## config.mk

```make
export PLATFORM = sky130hd
export DESIGN_NAME = instr_encoder
export DESIGN_NICKNAME = d
export VERILOG_FILES = /design/src/rtl/instr_encoder.sv
export SDC_FILE = /design/constraint.sdc
export NUM_CORES = 1
export LEC_CHECK = 0
export CORE_MARGIN = 8
export CORE_UTILIZATION = 58
export DETAILED_ROUTE_END_ITERATION = 8
export PLACE_DENSITY = 0.9
export SETUP_SLACK_MARGIN = 0.4
export SKIP_LAST_GASP = 1
export SLEW_MARGIN = 20
export SYNTH_ARGS = -nofsm -noshare
export SYNTH_HDL_FRONTEND = slang
export SYNTH_SLANG_ARGS = --single-unit
```

## constraint.sdc

```tcl
create_clock -name I_IE_CLK -period 8 [get_ports I_IE_CLK]
set_input_delay 1.6 -clock I_IE_CLK [delete_from_list [all_inputs] [get_ports I_IE_CLK]]
set_output_delay 1.6 -clock I_IE_CLK [all_outputs]
set_load 0.02 [all_outputs]
```

## src/rtl/instr_encoder.sv

```systemverilog
// MIPS-style instruction encoder: accepts decoded descriptors, encodes them, buffers and writes them to instruction memory.
// Optional IE_AUTO_HALT_EN appends a HALT word at the end of a program that does not already end in HALT.
module instr_encoder #(
    parameter int ADDR_W     = 8,
    parameter int FIFO_DEPTH = 4
) (
    input  logic              I_IE_CLK,
    input  logic              I_IE_RESETN,
    input  logic              I_IE_START,
    input  logic              I_IE_VALID,
    output logic              O_IE_READY,
    input  logic [4:0]        I_IE_MNEM,
    input  logic [4:0]        I_IE_RS,
    input  logic [4:0]        I_IE_RT,
    input  logic [4:0]        I_IE_RD,
    input  logic [4:0]        I_IE_SHAMT,
    input  logic [15:0]       I_IE_IMM,
    input  logic [25:0]       I_IE_TARGET,
    input  logic              I_IE_LAST,
    output logic              O_IE_WE,
    output logic [ADDR_W-1:0] O_IE_ADDR,
    output logic [31:0]       O_IE_DATA,
    output logic              O_IE_DONE,
    output logic              O_IE_OVF
);

    localparam int PTR_W = (FIFO_DEPTH > 1) ? $clog2(FIFO_DEPTH) : 1;
    localparam int CNT_W = PTR_W + 1;
    localparam logic [31:0] NOP_WORD  = 32'hF800_0000;
    localparam logic [31:0] HALT_WORD = 32'h5400_0000;

    typedef enum logic [1:0] {S_IDLE, S_RUN, S_DRAIN, S_DONE} state_t;

    state_t             r_state;
    state_t             w_state_next;
    logic [31:0]        r_fifo_mem [FIFO_DEPTH];
    logic [PTR_W-1:0]   r_wr_ptr;
    logic [PTR_W-1:0]   r_rd_ptr;
    logic [CNT_W-1:0]   r_count;
    logic [ADDR_W-1:0]  r_addr;
    logic               r_exh;
    logic               r_we;
    logic [ADDR_W-1:0]  r_addr_out;
    logic [31:0]        r_data;
    logic               r_done;
    logic               r_ovf;

    logic [31:0]        w_word;
    logic [31:0]        w_wr_word;
    logic               w_push;
    logic               w_pop;
    logic               w_halt_append;
    logic               w_clear;
    logic               w_enter_done;
    logic               w_active;

    always_comb begin
        w_word = 32'h0;
        case (I_IE_MNEM)
            5'd0:  w_word = {6'b000000, I_IE_RS, I_IE_RT, I_IE_RD, 5'd0, 6'b100001};
            5'd1:  w_word = {6'b000000, I_IE_RS, I_IE_RT, I_IE_RD, 5'd0, 6'b100011};
            5'd2:  w_word = {6'b000000, I_IE_RS, I_IE_RT, I_IE_RD, 5'd0, 6'b100100};
            5'd3:  w_word = {6'b000000, I_IE_RS, I_IE_RT, I_IE_RD, 5'd0, 6'b100101};
            5'd4:  w_word = {6'b000000, I_IE_RS, I_IE_RT, I_IE_RD, 5'd0, 6'b100110};
            5'd5:  w_word = {6'b000000, I_IE_RS, I_IE_RT, I_IE_RD, 5'd0, 6'b101010};
            5'd6:  w_word = {6'b000000, 5'd0, I_IE_RT, I_IE_RD, I_IE_SHAMT, 6'b000000};
            5'd7:  w_word = {6'b000000, 5'd0, I_IE_RT, I_IE_RD, I_IE_SHAMT, 6'b000010};
            5'd8:  w_word = {6'b000000, 5'd0, I_IE_RT, I_IE_RD, I_IE_SHAMT, 6'b000011};
            5'd9:  w_word = {6'b000000, I_IE_RS, 15'd0, 6'b001000};
            5'd10: w_word = {6'b000000, I_IE_RS, 5'd0, I_IE_RD, 5'd0, 6'b001001};
            5'd11: w_word = {6'b001000, I_IE_RS, I_IE_RT, I_IE_IMM};
            5'd12: w_word = {6'b001100, I_IE_RS, I_IE_RT, I_IE_IMM};
            5'd13: w_word = {6'b001101, I_IE_RS, I_IE_RT, I_IE_IMM};
            5'd14: w_word = {6'b001110, I_IE_RS, I_IE_RT, I_IE_IMM};
            5'd15: w_word = {6'b001010, I_IE_RS, I_IE_RT, I_IE_IMM};
            5'd16: w_word = {6'b001111, 5'd0, I_IE_RT, I_IE_IMM};
            5'd17: w_word = {6'b000100, I_IE_RS, I_IE_RT, I_IE_IMM};
            5'd18: w_word = {6'b000101, I_IE_RS, I_IE_RT, I_IE_IMM};
            5'd19: w_word = {6'b100000, I_IE_RS, I_IE_RT, I_IE_IMM};
            5'd20: w_word = {6'b100100, I_IE_RS, I_IE_RT, I_IE_IMM};
            5'd21: w_word = {6'b100001, I_IE_RS, I_IE_RT, I_IE_IMM};
            5'd22: w_word = {6'b100101, I_IE_RS, I_IE_RT, I_IE_IMM};
            5'd23: w_word = {6'b100011, I_IE_RS, I_IE_RT, I_IE_IMM};
            5'd24: w_word = {6'b100111, I_IE_RS, I_IE_RT, I_IE_IMM};
            5'd25: w_word = {6'b101000, I_IE_RS, I_IE_RT, I_IE_IMM};
            5'd26: w_word = {6'b101001, I_IE_RS, I_IE_RT, I_IE_IMM};
            5'd27: w_word = {6'b101011, I_IE_RS, I_IE_RT, I_IE_IMM};
            5'd28: w_word = {6'b000010, I_IE_TARGET};
            5'd29: w_word = {6'b000011, I_IE_TARGET};
            5'd30: w_word = NOP_WORD;
            default: w_word = HALT_WORD;
        endcase
    end

    // Once the top address has been written (r_exh) nothing more is accepted or popped.
    assign w_active   = (r_state == S_RUN) || (r_state == S_DRAIN);
    assign O_IE_READY = (r_state == S_RUN) && (r_count != CNT_W'(FIFO_DEPTH)) && !r_exh;
    assign w_push     = I_IE_VALID && O_IE_READY;
    assign w_pop      = w_active && (r_count != '0) && !r_exh;
    assign w_clear    = ((r_state == S_IDLE) || (r_state == S_DONE)) && I_IE_START;

`ifdef IE_AUTO_HALT_EN
    logic [31:0] r_last_word;
    assign w_halt_append = (r_state == S_DRAIN) && (r_count == '0) && !r_we && !r_exh
                           && (r_last_word != HALT_WORD);
`else
    assign w_halt_append = 1'b0;
`endif

    assign w_wr_word = w_pop ? r_fifo_mem[r_rd_ptr] : HALT_WORD;

    always_comb begin
        w_state_next = r_state;
        case (r_state)
            S_IDLE:  if (I_IE_START) w_state_next = S_RUN;
            S_RUN: begin
                if (r_exh)                      w_state_next = S_DONE;
                else if (w_push && I_IE_LAST)   w_state_next = S_DRAIN;
            end
            S_DRAIN: begin
                if (r_exh)                                                 w_state_next = S_DONE;
                else if ((r_count == '0) && !r_we && !w_halt_append)       w_state_next = S_DONE;
            end
            default: if (I_IE_START) w_state_next = S_RUN;
        endcase
    end

    assign w_enter_done = w_active && (w_state_next == S_DONE);

    always_ff @(posedge I_IE_CLK) begin
        if (w_push) r_fifo_mem[r_wr_ptr] <= w_word;
    end

    always_ff @(posedge I_IE_CLK) begin
        if (!I_IE_RESETN) begin
            r_state    <= S_IDLE;
            r_wr_ptr   <= '0;
            r_rd_ptr   <= '0;
            r_count    <= '0;
            r_addr     <= '0;
            r_exh      <= 1'b0;
            r_we       <= 1'b0;
            r_addr_out <= '0;
            r_data     <= '0;
            r_done     <= 1'b0;
            r_ovf      <= 1'b0;
`ifdef IE_AUTO_HALT_EN
            r_last_word <= '0;
`endif
        end else begin
            r_state <= w_state_next;
            r_we    <= 1'b0;
            // Entering DONE discards anything still buffered (only non-empty on overflow).
            if (w_enter_done) begin
                r_wr_ptr <= '0;
                r_rd_ptr <= '0;
                r_count  <= '0;
            end else begin
                if (w_push) r_wr_ptr <= r_wr_ptr + 1'b1;
                if (w_pop)  r_rd_ptr <= r_rd_ptr + 1'b1;
                r_count <= r_count + CNT_W'(w_push) - CNT_W'(w_pop);
            end
            if (w_pop || w_halt_append) begin
                r_we       <= 1'b1;
                r_addr_out <= r_addr;
                r_data     <= w_wr_word;
`ifdef IE_AUTO_HALT_EN
                r_last_word <= w_wr_word;
`endif
                if (r_addr == '1) r_exh  <= 1'b1;
                else              r_addr <= r_addr + 1'b1;
            end
            if (w_enter_done) begin
                r_done <= 1'b1;
                if (r_exh) r_ovf <= 1'b1;
            end
            if (w_clear) begin
                r_addr <= '0;
                r_exh  <= 1'b0;
                r_done <= 1'b0;
                r_ovf  <= 1'b0;
            end
        end
    end

    assign O_IE_WE   = r_we;
    assign O_IE_ADDR = r_addr_out;
    assign O_IE_DATA = r_data;
    assign O_IE_DONE = r_done;
    assign O_IE_OVF  = r_ovf;

endmodule

```

Yosys cells after proc, flatten, opt, wreduce, memory -nomap -nowiden
Memory sizes are Yosys's and may differ from the RTL's. A register that Yosys moved wholly into a read port is not among the register bits.
Cells that the tools add are included.
{"block": "totals", "regBits": 29, "ramBits": 128, "input_bits": 72, "out_inout_bits": 44, "wordCells": 87, "memories": 1}
{"block": "classes", "n_addsub": 5, "n_eq_ne": 36, "mux": 10, "bitwise": 2, "n_reduce_logical": 23}
{"memory": "r_fifo_mem", "depth": 4, "width": 32, "read_ports": 1, "rd_clocked_by_memory_dff": 1, "write_ports": 1, "line_no": "36", "source": "logic [31:0] r_fifo_mem [FIFO_DEPTH];"}
{"op": "$pmux 32 s31", "n": 1}
{"op": "$eq 5x5->1 const B", "n": 15}
{"op": "$eq 5x4->1 const B", "n": 8}
{"op": "$eq 5x3->1 const B", "n": 4}
{"op": "$eq 5x2->1 const B", "n": 2}
{"op": "$mux 2", "n": 5}
{"op": "$logic_and 1x1->1", "n": 9}
{"op": "$add 8x1->8 const B", "n": 1}
{"op": "$eq 8x8->1 const B", "n": 1}
{"op": "$eq 2x2->1 const B", "n": 3}
{"op": "$reduce_and 2->1", "n": 3}
{"op": "$eq 5x1->1 const B", "n": 1}
{"op": "$logic_not 5->1", "n": 1}
{"op": "$add 2x1->2 const B", "n": 2}
{"op": "$pmux 2 s2", "n": 1}
{"op": "$reduce_or 2->1", "n": 2}
{"op": "$add 3x1->3", "n": 1}
{"op": "$logic_not 1->1", "n": 3}
{"op": "$logic_not 3->1", "n": 1}
{"op": "$mux 1", "n": 3}
{"op": "$ne 3x3->1 const B", "n": 1}
{"op": "$reduce_bool 3->1", "n": 1}
{"op": "$sub 3x1->3", "n": 1}
{"op": "$eq 2x1->1 const B", "n": 1}
{"op": "3 further kinds", "n": 5}

Logic depth before layout (Yosys ltp)
Gate-level depths: netlist (run 1).
{"block": "depth", "depth_word": 11, "depth_mapped": 12, "mapped_depth_nobuf": 12}

Worst setup path after synthesis (run 1)
No wires, ideal clock.
{"block": "synth_timing", "path_type": "input to register", "start": "in I_IE_MNEM[3]", "end": "mem r_fifo_mem[0][11] (data pin)", "setup_ns": 0.272, "t_arrival_ns": 2.767, "t_required_ns": 7.728, "slack_ns": 4.961, "cell_stages": 7, "path_buffers": 2, "path_cell_list": "buf_2 > nand2_1 > nand2_1 > o21ai_0 > buf_2 > a222oi_1 > inv_1"}
{"block": "synth_between", "elab_chain_len": 2, "word_cells_on_any_way": 32, "classes_between": "30 x eq/ne; 1 x mux; 1 x reduce/logical"}
{"element": "start: declaration", "line_no": "12", "source": "input logic [4:0] I_IE_MNEM,"}
{"element": "$eq 5x5->1 (tied with other cells)", "line_no": "59", "source": "case (I_IE_MNEM)"}
{"element": "$pmux 32 s31 (*)", "line_no": "59"}
{"element": "via w_word[11]", "line_no": "48", "source": "logic [31:0] w_word;"}
{"element": "end: declaration", "line_no": "36"}
The timed path passes the listed nets; every way through them passes the cells marked *.

Worst setup path after layout (run 1)
{"block": "layout_timing", "start": "in I_IE_MNEM[3]", "end": "mem r_fifo_mem[1][14] (data pin)"}
The elaborated chain is that of the path after synthesis.

==> results of run 1 <==
[stage by stage]
stage,hold WS (ns),area [µm²],power (mW),worst slack (ns),utilization [%]
floorplan,0.463,7820,1.36,4.96,-
global placement,0.438,9100,1.48,3.78,69.0
detailed placement,0.445,9110,1.50,3.90,69.1
CTS,0.454,9670,2.30,4.22,73.3
global route,0.484,9670,2.37,4.07,73.3
finish,0.448,9670,2.30,4.15,73.3
[critical path: cells and delay by family]
kind / cells / cell delay, ns
compound gates: 2 / 0.75
buf+inv: 2 / 1.06
simple gates: 2 / 0.56
[cell usage after synthesis (all sizes together) (5+ instances only)]
library cell / n / area (µm²)
a22o: 11 / 96.3
ha: 9 / 113
nor2: 28 / 105
a222oi: 5 / 50.1
o21ai: 14 / 70.1
buf: 13 / 68.8
a221o: 8 / 80.1
a21boi: 40 / 300
a21oi: 12 / 60.1
and2: 10 / 62.6
xnor2: 13 / 114
inv: 21 / 78.8
nand3: 5 / 25.0
nand2: 99 / 372
mux4: 32 / 721
nor3: 11 / 55.1
dfxtp: 61 / 1220
clkbuf: 22 / 82.6
edfxtp: 128 / 3840
[layer usage]
layer	GRT usage [%]	vias up	routed length [µm]
met3	6.21	54	1590
li1	-	2359	-
met2	40.1	318	10500
met5	0	-	0
met1	24.8	2618	7140
met4	10.3	0	655
[sequential cells by signal, summed over array words and instances, names as in the netlist]
register,cells
r_state,2
O_IE_OVF,1
r_wr_ptr,2
O_IE_DATA,32
O_IE_WE,1
r_rd_ptr,2
O_IE_ADDR,8
r_exh,1
r_fifo_mem,128
r_count,3
r_addr,8
O_IE_DONE,1
[worst paths after layout]
path	to	depth (start not counted)
setup / recovery	r_fifo_mem[1][14]	6
hold / removal	O_IE_OVF	2
setup reg to reg	r_count[2]	10
hold reg to reg	O_IE_OVF	2
[where the power goes]
group          internal (mW)  leakage (nW)  switching (mW)
clock                  0.457         0.259           0.349
sequential              1.09          1.66          0.0255
combinational          0.169          1.26           0.205
total                   1.72          3.19           0.579
[cells by family (layout without fill, tap and decap cells)]
group	Yosys count	count (layout)	synth area share [%]
muxes	32	32	9.22
adders and majority gates	10	10	1.70
and+or+nand+nor	170	170	9.48
buffers and inverters	56	176	2.95
xor gates and xnor gates	14	14	1.57
DFF	189	189	64.8
AOI/OAI and AO/OA	109	109	10.3
[final cells by class]
cell class                      instances  area (µm²)  share of cell area (%)
Clock inverter                         12         121                    1.26
Tap cell                              176         220                    2.28
Timing Repair Buffer                  123        1210                    12.5
Clock buffer                           20         437                    4.52
Sequential cell                       189        5070                    52.4
Inverter                               21        78.8                   0.815
Multi-Input combinational cell        335        2530                    26.2
==> flow_summary.toml, run 1 <==
[worst_setup_path]
slowest_delay_ns = 0.87
path_cells = "clkdlybuf4s50_1, nand2_1, nand2_1, o21ai_2, a222oi_1, inv_1"
critPathLaunch = "I_IE_MNEM[3]"
worstSetupEndpointType = "flop"
crit_path_max_fanout = 18
startpoint_type = "input pin"
cp.required_ns = 8.13
r2r_slack_ns = 5.05
worstSetupPathType = "input pin to flop"
arrival_ns = 3.99
crit_path_top_delay_cell = "clkdlybuf4s50_1"
cpMostUsedCell = "nand2_1"
rr_startpoint = "r_state[0]"

[synthesis]
ys.flop_type = "edfxtp_1"
synth_cell_types = 47
synth_area_per_cell_um2 = 13.5
yosysWarnings = 0
synthesis.area_um2 = 7820
synth-edff-count = 128
synth.yosys.seq_area_share_pct = 64.8
netlist_instances = 580
syn-num-nets = 662
ys_ff_latch = 189
synthArstFlopShare_pct = 0

[placement]
place.gp.congestion = 0.907
dp_hpwl_um = 12200
io_buffers = 115
dp_cells = 844

[cts]
clk_pin_slew_ns = 0.06
cts_resized = 0
htree_levels = 4
hold_buffers = 0
cts_tree = "yes"
cts_buffers = 17
cts_buffer_depth = 2
worstSkewPairLatency_ns = 0.43
cts.sinks = 189
post_cts_buffers = 0
clockRootBuffer = "clkbuf_16"

[routing]
vias = 5349
viasPerCell = 6.11
wl_per_cell_um = 22.7
drt_iter0_drc = 693
totalWireLength_um = 19800
dr.pass1.iters = 6
antenna_left = 0
drc = 0

[min_path]
hold_path_class = "flop to flop"
hp-start = "O_IE_OVF"

[sta]
setup_viol = 0
rsz0062_at_grt = "no"
hold_viol_final = 0
setup-tns-final_ns = 0
worst_slew_margin_rel_pct = 39.4
timing.final.crit_period_ns = 3.85
fin_worst_skew_ns = 0.0141
worst_pin_slew_ns = 0.900
fmax_mhz = 260
fin_crit_sh_pct = 48.2
slew_violations = 0

[final_layout]
stdcell_count = 876
area_growth_pct = 23.7
layout.cells.most_common_list = "edfxtp_1 (128), clkdlybuf4s50_1 (115), nand2_1 (99)"
final_common_cell = "edfxtp_1"
diodes = 0
n_fill_cell = 786
drive_gt1_share_pct = 10.3
fin_nets = 769

[outcome]
status = "completed"

[floorplanning]
core_um2 = 13200
start_util_pct = 59.3
row_count = 42
pin_count = 116
fp.dieW_um = 132
die_area_um2 = 17400
die_h_um = 132

[global_route]
grt_pass1_wl_um = 30500
overflow = 0
grt_max_degree = 49
antenna_found_initial = 0
grt_usage_pct = 22.7
grt_pass1_vias = 5544

[power]
power.leakage_nw = 3.19
peakVddDrop_v = 0.000180
power.density_nw_per_um2 = 238

[flow_run]
max-cap-violations = 0
Power figures use the tool's default switching activity.
==> run 2, diff against run 1 <==
--- a/config.mk
+++ b/config.mk
@@ -6,9 +6,9 @@
 export NUM_CORES = 1
 export LEC_CHECK = 0
 export CORE_MARGIN = 8
-export CORE_UTILIZATION = 58
+export CORE_UTILIZATION = 49
 export DETAILED_ROUTE_END_ITERATION = 8
-export PLACE_DENSITY = 0.9
+export PLACE_DENSITY = 0.81
 export SETUP_SLACK_MARGIN = 0.4
 export SKIP_LAST_GASP = 1
 export SLEW_MARGIN = 20
==> constraint.sdc (replaced) <==
create_clock -name I_IE_CLK -period 3.3 [get_ports I_IE_CLK]
set_input_delay 0.66 -clock I_IE_CLK [delete_from_list [all_inputs] [get_ports I_IE_CLK]]
set_output_delay 0.66 -clock I_IE_CLK [all_outputs]
set_load 0.02 [all_outputs]
==> flow_summary.toml, run 2 (synthesis gave the netlist of run 1 again) <==
[worst_setup_path]
critical-path-top-delay-family = "buffers and inverters"
crit_path_top_delay_cell = "clkdlybuf4s50_1"
reg2regPathDepth = 11
arrival_ns = 2.06
startpoint_type = "flop"
crit_buf_inv = 1
path_cells = "ha_1, nand2b_1, a21oi_2, clkdlybuf4s50_1"
slowest_delay_ns = 0.67
worstSetupEndpointType = "output pin"
worstSetupPathType = "flop to output pin"
cp.required_ns = 2.64
cp.depth = 4
crit_path_max_fanout = 6

[floorplanning]
fp.dieW_um = 142
row_count = 46
start_util_pct = 49.8
die_area_um2 = 20300
die_h_um = 142
core_um2 = 15700
pin_count = 116

[routing]
antenna_left = 0
viasPerCell = 5.63
drt_iter0_drc = 437
wl_per_cell_um = 19.2
vias = 5213
totalWireLength_um = 17800
drc = 0
dr.pass1.iters = 7

[min_path]
min_delay_path_depth = 2
hold_path_class = "flop to flop"

[cts]
cts_tree = "yes"
worstSkewPairLatency_ns = 0.43
htree_levels = 4
cts_buffer_depth = 2
hold_buffers = 0
clk_pin_slew_ns = 0.06
clockRootBuffer = "clkbuf_16"
cts_buffers = 17
cts.sinks = 189

[sta]
hold_viol_final = 0
worst_slew_margin_rel_pct = 36.6
worst_pin_slew_ns = 0.942
slew_violations = 0
fin_crit_sh_pct = 82.3
fmax_mhz = 368
setup-tns-final_ns = 0
fin_worst_skew_ns = 0.0177
timing.final.crit_period_ns = 2.72
setup_viol = 0
hold_ws_ns = 0.447
rsz0062_at_grt = "no"

[global_route]
overflow = 0
grt_max_degree = 48
antenna_found_initial = 0
grt_pass1_wl_um = 27600
grt_pass1_vias = 5307
grt_usage_pct = 17.9

[final_layout]
largest_register_ffs = 128
fin_nets = 779
layout.cells.most_common_list = "edfxtp_1 (128), clkdlybuf4s50_1 (115), nand2_1 (99)"
diodes = 0
area_growth_pct = 25.7
regMostFlops = "r_fifo_mem"
final_common_cell = "edfxtp_1"
drive_gt1_share_pct = 12.7

[outcome]
status = "completed"

[placement]
io_buffers = 115
place.gp.congestion = 0.974
dp_hpwl_um = 12200

[power]
power.density_nw_per_um2 = 573
power.leakage_nw = 3.26
peakVddDrop_v = 0.000410

[flow_run]
max-cap-violations = 0
-- run 2: power breakdown --
part | internal (mW) | leakage (nW) | switching (mW) | total (mW)
Clock | 1.17 | 0.288 | 0.867 | 2.04
Sequential | 2.65 | 1.66 | 0.0852 | 2.73
Combinational | 0.417 | 1.31 | 0.443 | 0.861
-- run 2: path summary, 6_finish.rpt --
kind | from | end | slack [ns]
worst max-delay path | r_state[0] | O_IE_READY | 0.58
worst min register to register | O_IE_OVF | O_IE_OVF | 0.45
worst min-delay path | O_IE_OVF | O_IE_OVF | 0.45
worst max register to register | r_state[0] | r_count[2] | 0.76
-- run 2: area by class of cell --
| type | count | area, µm² |
|---|---|---|
| inverter | 21 | 78.8 |
| clock inverter | 11 | 131 |
| timing repair buffer | 133 | 1290 |
| clock buffer | 21 | 462 |
| tap | 216 | 270 |
| fill | 1110 | 5880 |
| sequential | 189 | 5070 |
| multi-input combinational | 335 | 2530 |
-- run 2: worst min-delay path: stages (launching register included) --
cell and delay [ns]:
dfxtp_1 0.31, inv_1 0.05, a21oi_1 0.05
-- run 2: through the flow --
step | cells | util [%] | worst slack [ns] | total power, mW | cell area, µm²
after floorplan | 580 | - | 0.679 | 3.30 | 7820
after global placement | 894 | 58.8 | 0.379 | 3.61 | 9230
after detailed placement | 894 | 58.8 | 0.245 | 3.64 | 9230
after CTS | 926 | 62.5 | 0.428 | 5.66 | 9830
after global routing | 926 | 62.6 | 0.414 | 5.83 | 9830
final | 926 | 62.6 | 0.582 | 5.63 | 9830
-- run 2: routing by layer --
metal  vias to the layer above  global-route usage (%)  part of all wire, %
li1                       2377                       -                    -
met1                      2518                    20.8                   39
met2                       277                    30.7                   51
met3                        41                    4.73                  7.5
met4                         0                    7.77                  2.3
met5                         -                       0                    0
-- run 2: what timing repair did --
item | in CTS | in global routing
gates resized for setup | 0 | 1
endpoints found under the setup margin | 0 | 1
buffers inserted | 0 | 0
==> run 3, diff against run 2 <==
--- a/config.mk
+++ b/config.mk
@@ -6,9 +6,9 @@
 export NUM_CORES = 1
 export LEC_CHECK = 0
 export CORE_MARGIN = 8
-export CORE_UTILIZATION = 49
+export CORE_UTILIZATION = 54
 export DETAILED_ROUTE_END_ITERATION = 8
-export PLACE_DENSITY = 0.81
+export PLACE_DENSITY = 0.85
 export SETUP_SLACK_MARGIN = 0.4
 export SKIP_LAST_GASP = 1
 export SLEW_MARGIN = 20
==> constraint.sdc (replaced) <==
create_clock -name I_IE_CLK -period 2.7 [get_ports I_IE_CLK]
set_input_delay 0.54 -clock I_IE_CLK [delete_from_list [all_inputs] [get_ports I_IE_CLK]]
set_output_delay 0.54 -clock I_IE_CLK [all_outputs]
set_load 0.02 [all_outputs]
==> flow_summary.toml, run 3 (synthesis gave the netlist of run 1 again) <==
[floorplanning]
die_h_um = 136
die_area_um2 = 18600
fp.dieW_um = 136
start_util_pct = 54.6
core_um2 = 14300
row_count = 44
pin_count = 116

[final_layout]
regMostFlops = "r_fifo_mem"
largest_register_ffs = 128
fin_nets = 784
diodes = 0
regArea_um2 = 5070
stdcell_count = 899
multi_input_area_um2 = 2580
area_growth_pct = 26.5
final_common_cell = "edfxtp_1"
layout.cells.most_common_list = "edfxtp_1 (128), clkdlybuf4s50_1 (114), nand2_1 (99)"
drive_gt1_share_pct = 14.3
n_fill_cell = 973

[cts]
htree_levels = 4
cts_buffer_depth = 2
cts_tree = "yes"
cts.sinks = 189
clockRootBuffer = "clkbuf_16"
clk_pin_slew_ns = 0.06
cts_buffers = 17
worstSkewPairLatency_ns = 0.42

[sta]
hold_viol_final = 0
slew_violations = 0
fin_worst_skew_ns = 0.00757
worst_pin_slew_ns = 0.951
timing.final.crit_period_ns = 2.25
fin_crit_sh_pct = 83.2
worst_slew_margin_rel_pct = 36.6
fmax_mhz = 445
rsz0062_at_grt = "no"
setup_viol = 0

[worst_setup_path]
reg2regPathDepth = 11
worstSetupEndpointType = "output pin"
crit_path_max_fanout = 5
cp.required_ns = 2.16
arrival_ns = 1.71
worstSetupPathType = "flop to output pin"
startpoint_type = "flop"

[routing]
dr.pass1.iters = 5
antenna_left = 0
drc = 0
vias = 5179
wl_per_cell_um = 19.6
drt_iter0_drc = 443
viasPerCell = 5.76
totalWireLength_um = 17600

[power]
peakVddDrop_v = 0.000484
total_power_mw = 6.77
power.density_nw_per_um2 = 685
power.leakage_nw = 3.26

[global_route]
met2_usage_pct = 34.9
grt.busiest_layer = "met2"
grt_use_met3_pct = 4.29
antenna_found_initial = 0
use_met1_pct = 21.5
grt_usage_pct = 19.4
overflow = 0
grt_pass1_wl_um = 27400
grt_max_degree = 48
grt_pass1_vias = 5187

[min_path]
min_delay_path_depth = 2
hold_path_class = "flop to flop"

[placement]
dp_hpwl_um = 12000
io_buffers = 115
place.gp.congestion = 0.806
dp_cells = 866

[outcome]
status = "completed"

[flow_run]
max-cap-violations = 0
[run 3: layout make-up]
cell class                      count  area share, %
Clock buffer                       19           4.38
Multi-Input combinational cell    335           26.1
Inverter                           21          0.797
Timing Repair Buffer              138           13.9
Tap cell                          184           2.33
Sequential cell                   189           51.3
Clock inverter                     13           1.27
[run 3: power by group]
part | switching, mW | internal, mW | leakage (nW)
Clock | 0.997 | 1.35 | 0.251
Combinational | 0.549 | 0.540 | 1.35
Sequential | 0.103 | 3.24 | 1.66
[run 3: path summary, 6_finish.rpt]
kind | startpoint | endpoint | slack (ns)
worst min register to register | O_IE_OVF | O_IE_OVF | 0.46
worst min-delay path | O_IE_OVF | O_IE_OVF | 0.46
worst max-delay path | r_state[0] | O_IE_READY | 0.45
worst max register to register | r_state[0] | r_count[2] | 0.48
[run 3: repair_timing]
item                       in CTS  in global routing
pin swaps                       0                  0
hold buffers                    0                  0
resized for setup               5                  3
setup buffers                   0                  1
setup endpoints to repair       3                 22
[run 3: routing by layer]
| layer | up-vias | part of all wire [%] |
|---|---|---|
| li1 | 2395 | - |
| met1 | 2547 | 38 |
| met2 | 209 | 54 |
| met3 | 28 | 6.2 |
| met4 | 0 | 2.2 |
| met5 | - | 0 |
[run 3: worst max-delay path, cell delays in order, from the launching register on]
cell,delay [ns]
dfxtp_2,0.40
ha_4,0.19
nand2b_4,0.07
a21oi_4,0.15
buf_4,0.14
dlygate4sd2_1,0.34
[run 3: through the flow]
stage	setup slack (ns)	utilization, %	hold WS, ns	setup TNS [ns]	cell area (µm²)
CTS	0.404	69.0	0.467	0	9880
global placement	0.0948	65.0	0.437	0	9300
floorplan	0.406	-	0.463	0	7860
global route	0.378	69.1	0.480	0	9890
detailed placement	-0.00135	65.0	0.456	-0.00534	9300
finish	0.454	69.1	0.459	0	9890
